==> src/rtl/sbox_share_pkg.sv <==
// sbox_share_pkg: shared types and constants for the sbox lane sequencer
//   state_t  : sequencer FSM states
//   ST_BYTES : bytes in a cipher-state job, KW_BYTES : bytes in a key-word job
//   REQ_ST/REQ_KW : requester ids used by the round-robin pointer
package sbox_share_pkg;
    typedef enum logic [1:0] {IDLE, ST_RUN, KW_RUN} state_t;
    localparam int ST_BYTES = 16;
    localparam int KW_BYTES = 4;
    localparam logic REQ_ST = 1'b0;
    localparam logic REQ_KW = 1'b1;
endpackage

==> src/rtl/sbox.sv <==
// sbox: combinational AES forward S-box, GF(2^8) inverse followed by the affine map
//   a : input byte
//   y : S-box output byte
module sbox (
    input  logic [7:0] a,
    output logic [7:0] y
);
    function automatic logic [7:0] gmul(input logic [7:0] p, input logic [7:0] q);
        logic [7:0] r;
        logic [7:0] s;
        r = '0;
        s = p;
        for (int i = 0; i < 8; i++) begin
            r = q[i] ? r ^ s : r;
            s = {s[6:0], 1'b0} ^ (s[7] ? 8'h1b : 8'h00);
        end
        return r;
    endfunction

    function automatic logic [7:0] sq(input logic [7:0] v);
        return gmul(v, v);
    endfunction

    logic [7:0] x2, x3, x12, x15, x240, inv;

    // inverse as a^254 through an addition chain; a=0 naturally maps to 0
    always_comb begin
        x2   = sq(a);
        x3   = gmul(x2, a);
        x12  = sq(sq(x3));
        x15  = gmul(x12, x3);
        x240 = sq(sq(sq(sq(x15))));
        inv  = gmul(gmul(x240, x12), x2);
        y    = inv ^ {inv[6:0], inv[7]} ^ {inv[5:0], inv[7:6]} ^ {inv[4:0], inv[7:5]}
             ^ {inv[3:0], inv[7:4]} ^ 8'h63;
    end
endmodule

==> src/rtl/sbox_share_ctrl.sv <==
// sbox_share_ctrl: shares NUM_SBOX sbox lanes between SubBytes (ST) and SubWord (KW) jobs
//   clk, rst                 : clock, asynchronous active-high reset
//   st_req/st_in             : ST request and 128-bit state (byte 0 in the MSBs)
//   st_gnt/st_done/st_out    : ST accept pulse, result-valid pulse, registered SubBytes result
//   kw_req/kw_in             : KW request and 32-bit key word
//   kw_gnt/kw_done/kw_out    : KW accept pulse, result-valid pulse, registered SubWord result
//   busy                     : a job is being streamed through the lanes
module sbox_share_ctrl import sbox_share_pkg::*; #(
    parameter int NUM_SBOX = 4
) (
    input  logic         clk,
    input  logic         rst,
    input  logic         st_req,
    input  logic [127:0] st_in,
    output logic         st_gnt,
    output logic         st_done,
    output logic [127:0] st_out,
    input  logic         kw_req,
    input  logic [31:0]  kw_in,
    output logic         kw_gnt,
    output logic         kw_done,
    output logic [31:0]  kw_out,
    output logic         busy
);
    localparam int LG = $clog2(NUM_SBOX);
    localparam logic [3:0] ST_LAST = 4'(ST_BYTES / NUM_SBOX - 1);
    localparam logic [3:0] KW_LAST = 4'((KW_BYTES + NUM_SBOX - 1) / NUM_SBOX - 1);

    if (NUM_SBOX != 1 && NUM_SBOX != 2 && NUM_SBOX != 4 && NUM_SBOX != 8 && NUM_SBOX != 16) begin : g_bad
        $error("sbox_share_ctrl: NUM_SBOX must be 1, 2, 4, 8 or 16");
    end

    state_t state, state_nxt;
    logic [3:0] chunk, base;
    logic prio, last;
    logic [0:15][7:0] job, res, res_nxt;
    logic [7:0] lane_in [NUM_SBOX];
    logic [7:0] lane_out [NUM_SBOX];

    assign busy = (state != IDLE);

    always_comb begin
        st_gnt    = (state == IDLE) && st_req && (!kw_req || prio == REQ_ST);
        kw_gnt    = (state == IDLE) && kw_req && (!st_req || prio == REQ_KW);
        last      = (chunk == ((state == ST_RUN) ? ST_LAST : KW_LAST));
        state_nxt = (state == IDLE) ? (st_gnt ? ST_RUN : kw_gnt ? KW_RUN : IDLE) : (last ? IDLE : state);
    end

    // chunk*NUM_SBOX is a multiple of the lane count, so OR-ing the lane index adds it
    always_comb begin
        base = chunk << LG;
        for (int k = 0; k < NUM_SBOX; k++)
            lane_in[k] = (state == IDLE) ? 8'h00 : job[base | 4'(k)];
    end

    // KW with more than 4 lanes spills into result bytes 4+, which KW never publishes
    always_comb begin
        res_nxt = res;
        for (int k = 0; k < NUM_SBOX; k++)
            res_nxt[base | 4'(k)] = lane_out[k];
    end

    for (genvar i = 0; i < NUM_SBOX; i++) begin : g_lane
        sbox u_sbox (.a(lane_in[i]), .y(lane_out[i]));
    end

    always_ff @(posedge clk or posedge rst) begin
        if (rst) begin
            state   <= IDLE;
            chunk   <= '0;
            prio    <= REQ_ST;
            job     <= '0;
            res     <= '0;
            st_done <= 1'b0;
            kw_done <= 1'b0;
            st_out  <= '0;
            kw_out  <= '0;
        end else begin
            state   <= state_nxt;
            chunk   <= (state == IDLE || last) ? 4'd0 : chunk + 4'd1;
            prio    <= st_gnt ? REQ_KW : kw_gnt ? REQ_ST : prio;
            job     <= st_gnt ? st_in : kw_gnt ? {kw_in, 96'h0} : job;
            res     <= (state == IDLE) ? res : res_nxt;
            st_done <= (state == ST_RUN) && last;
            kw_done <= (state == KW_RUN) && last;
            st_out  <= (state == ST_RUN && last) ? res_nxt : st_out;
            kw_out  <= (state == KW_RUN && last) ? res_nxt[0:3] : kw_out;
        end
    end
endmodule

==> config.mk <==
export PLATFORM = sky130hd
export DESIGN_NAME = sbox_share_ctrl
export DESIGN_NICKNAME = d
export VERILOG_FILES = /design/src/rtl/sbox_share_pkg.sv /design/src/rtl/sbox.sv /design/src/rtl/sbox_share_ctrl.sv
export SDC_FILE = /design/constraint.sdc
export NUM_CORES = 2
export LEC_CHECK = 0
export BUFFER_PORTS_ARGS = -buffer_cell sky130_fd_sc_hd__clkbuf_2
export CORE_ASPECT_RATIO = 1.5
export CORE_MARGIN = 5
export CORE_UTILIZATION = 49
export DETAILED_ROUTE_END_ITERATION = 16
export GPL_TIMING_DRIVEN = 0
export PLACE_DENSITY = 0.67
export SLEW_MARGIN = 40
export SYNTH_ARGS = -nofsm -noshare
export SYNTH_HDL_FRONTEND = slang
export SYNTH_SLANG_ARGS = --single-unit
==> constraint.sdc <==
create_clock -name clk -period 27.1 [get_ports clk]
set_input_delay 2.71 -clock clk [delete_from_list [all_inputs] [get_ports clk]]
set_output_delay 2.71 -clock clk [all_outputs]
set_load 0.02 [all_outputs]
==> results.tsv <==
metric	value	unit
status	finished clean	
first_pass_iters	7	
fin_setup_tns	0	ns
synth_area_leaders	dfrtp_1 (16%), xnor2_1 (15%), xnor3_1 (11%)	
route.detailed.drc	0	
cap_violations	0	
viasPerCell	5.98	
syn-instance-count	7671	
num-fill-cells	12400	
gp_congestion	0.983	
r2r_cells	82	
synth_edf_count	0	
yosys_most_used_dff	dfrtp_1	
final_cell_mix	xnor2_1 (1090), nor2_1 (961), nand2_1 (869)	
cts_buffers	39	
cp.required	27.61	ns
ys_ff_latch	425	
setup_ws	1.41	ns
start_util	49.2	%
syn_nets	7867	
ios	329	
tritoncts	yes	
yosys.area.top_type_share	16.1	%
tightest_slew	0.980	ns
vias	58800	
cts_hold_buffers	0	
root_buffer	clkbuf_16	
clock.fmax	0.0389	GHz
cpMostUsedCell	xnor2_1	
synthesis.area	66100	µm²
port_buffers	328	
ant_nets	0	
antenna_found_initial	5	
synthAdderAreaFrac	0.606	%
cp_max_fo	19	
max_stage_delay	0.64	ns
htreeDepth	2	
grt_pass1_wl	328	mm
clk_latency	0.63	ns
fin_skew	0.0480	ns
min_period	25.69	ns
final_layout_size_suffix_gt1_share	13.8	%
drt_wl_total	212	mm
synth.distinct_cells	151	
grt_max_degree	84	
worstPathArrival	26.20	ns
grt_use_total	28.5	%
drtIter0Drc	5010	
cp-start-kind	flop	
hold_viol	0	
ys_seq_area_share	16.1	%
syn_avg_cell_area	8.62	µm²
die_h	460	µm
hp-class	reg -> reg	
synthSimpleGateAreaFrac	17.3	%
setup_viol	0	
synthToLayoutAreaGrowth	8.91	%
post-cts-setup-buffer-count	0	
wire_per_inst	21.6	µm
core_area	134000	µm²
synth_top_family_by_area	XOR/XNOR gates	
synth-compound-area-share	16.0	%
synth-xor-area-share	39.1	%
dp_hpwl	166	mm
fp.dieArea	143000	µm²
clk_path_buf_depth	3	
min_path_cells	1	
final_common_cell	xnor2_1	
grt_pass1_vias	57900	
clock_sinks	425	
pre_cts_slack	-0.400	ns
muxShareOfSynthArea	5.39	%
clk_pin_slew	0.07	ns
synth_top_cell_by_area	dfrtp_1	
async_flop_share	100	%
fin_crit_sh	94.8	%
fp.dieW	310	µm
ys.warnings.count	0	
nets	8243	
relSlewSlack	34.2	%
slowest_stage	xnor3_1	
row_count	165	
worst_setup_path_end_kind	flop	
rsz0062_at_grt	false	
slew_viol_final	0	
grt_overflow	0	
worst-setup-path-type	reg -> reg	
## final timing paths
| check | from | endpoint | slack [ns] |
|---|---|---|---|
| setup / recovery | state[1] | st_out[63] | 1.41 |
| hold / removal | st_out[3] | st_out[3] | 0.48 |
| setup reg to reg | state[1] | st_out[63] | 1.41 |
| hold reg to reg | st_out[3] | st_out[3] | 0.48 |
| max in group asynchronous | rst | st_out[10] | 23.85 |
| min in group asynchronous | rst | st_out[81] | 2.10 |
## kinds of logic (layout without fill, tap and decap cells)
kind of cell | count (synthesis) | count (layout)
AOI/OAI and AO/OA | 1555 | 1555
xor gates and xnor gates | 2114 | 2114
adders and majority gates | 32 | 32
buffers and inverters | 665 | 1071
DFF | 425 | 425
muxes | 303 | 303
other | 0 | 2
and+or+nand+nor | 2577 | 2577
## per-layer routing
metal	up-vias	wire length, µm	global-route usage (%)
li1	27300	-	-
met3	627	11800	2.84
met5	-	20	0
met1	28500	80200	33.0
met2	2350	108000	52.1
met4	4	12500	14.2
## Yosys cell counts (all sizes together), types with 63 or more instances
master  instances
a31oi          87
inv           118
a22oi          63
xnor3         368
nor2          973
a22o          128
nand3         135
clkbuf        323
buf           202
o21ai         403
and2           65
nand2         875
a21oi         325
xnor2        1251
xor2          436
dfrtp         425
nand2b         88
a21o           74
nor3          159
mux2i         217
## through the flow
step | area, µm² | std cells | hold WS (ns) | utilization [%]
2_1_floorplan | 66100 | 7671 | 0.438 | -
3_3_place_gp | 69900 | 9752 | 0.454 | 52.0
3_5_place_dp | 70400 | 9760 | 0.459 | 52.4
4_1_cts | 71800 | 9830 | 0.481 | 53.4
5_1_grt | 72000 | 9832 | 0.497 | 53.6
6_report | 72000 | 9832 | 0.478 | 53.6
## area by class of cell
| cell class | count | area [µm²] | share of cell area [%] |
|---|---|---|---|
| Antenna cell | 2 | 5.00 | 0.00695 |
| Inverter | 136 | 519 | 0.721 |
| Clock inverter | 25 | 338 | 0.469 |
| Buffer | 528 | 3150 | 4.37 |
| Sequential cell | 425 | 10600 | 14.8 |
| Clock buffer | 46 | 1040 | 1.45 |
| Timing Repair Buffer | 336 | 1820 | 2.52 |
| Tap cell | 1753 | 2190 | 3.05 |
| Multi-Input combinational cell | 6581 | 52300 | 72.6 |
## repair_timing
action | in CTS | in global routing
resized for setup | 3 | 25
pin swaps | 0 | 0
setup endpoints to repair | 49 | 161
## critical path: cells and delay by family (launching register included)
| family | cells | cell delay, ns |
|---|---|---|
| xor+xnor | 37 | 13.20 |
| fa+ha+maj | 7 | 2.72 |
| buf+inv | 20 | 5.46 |
| compound gates | 6 | 1.10 |
| mux | 1 | 0.23 |
| simple gates | 11 | 2.30 |
| flops | 1 | 0.45 |
## sequential cells by signal, summed over array words and instances (netlist names)
name and flops:
chunk 4, st_out 128, prio 1, job 128, state 2, res 128
kw_out 32, kw_done 1, st_done 1
Power is left out: the tool's default activity adds up to more than one toggle a clock period on the data nets, which glitch-free logic cannot reach.
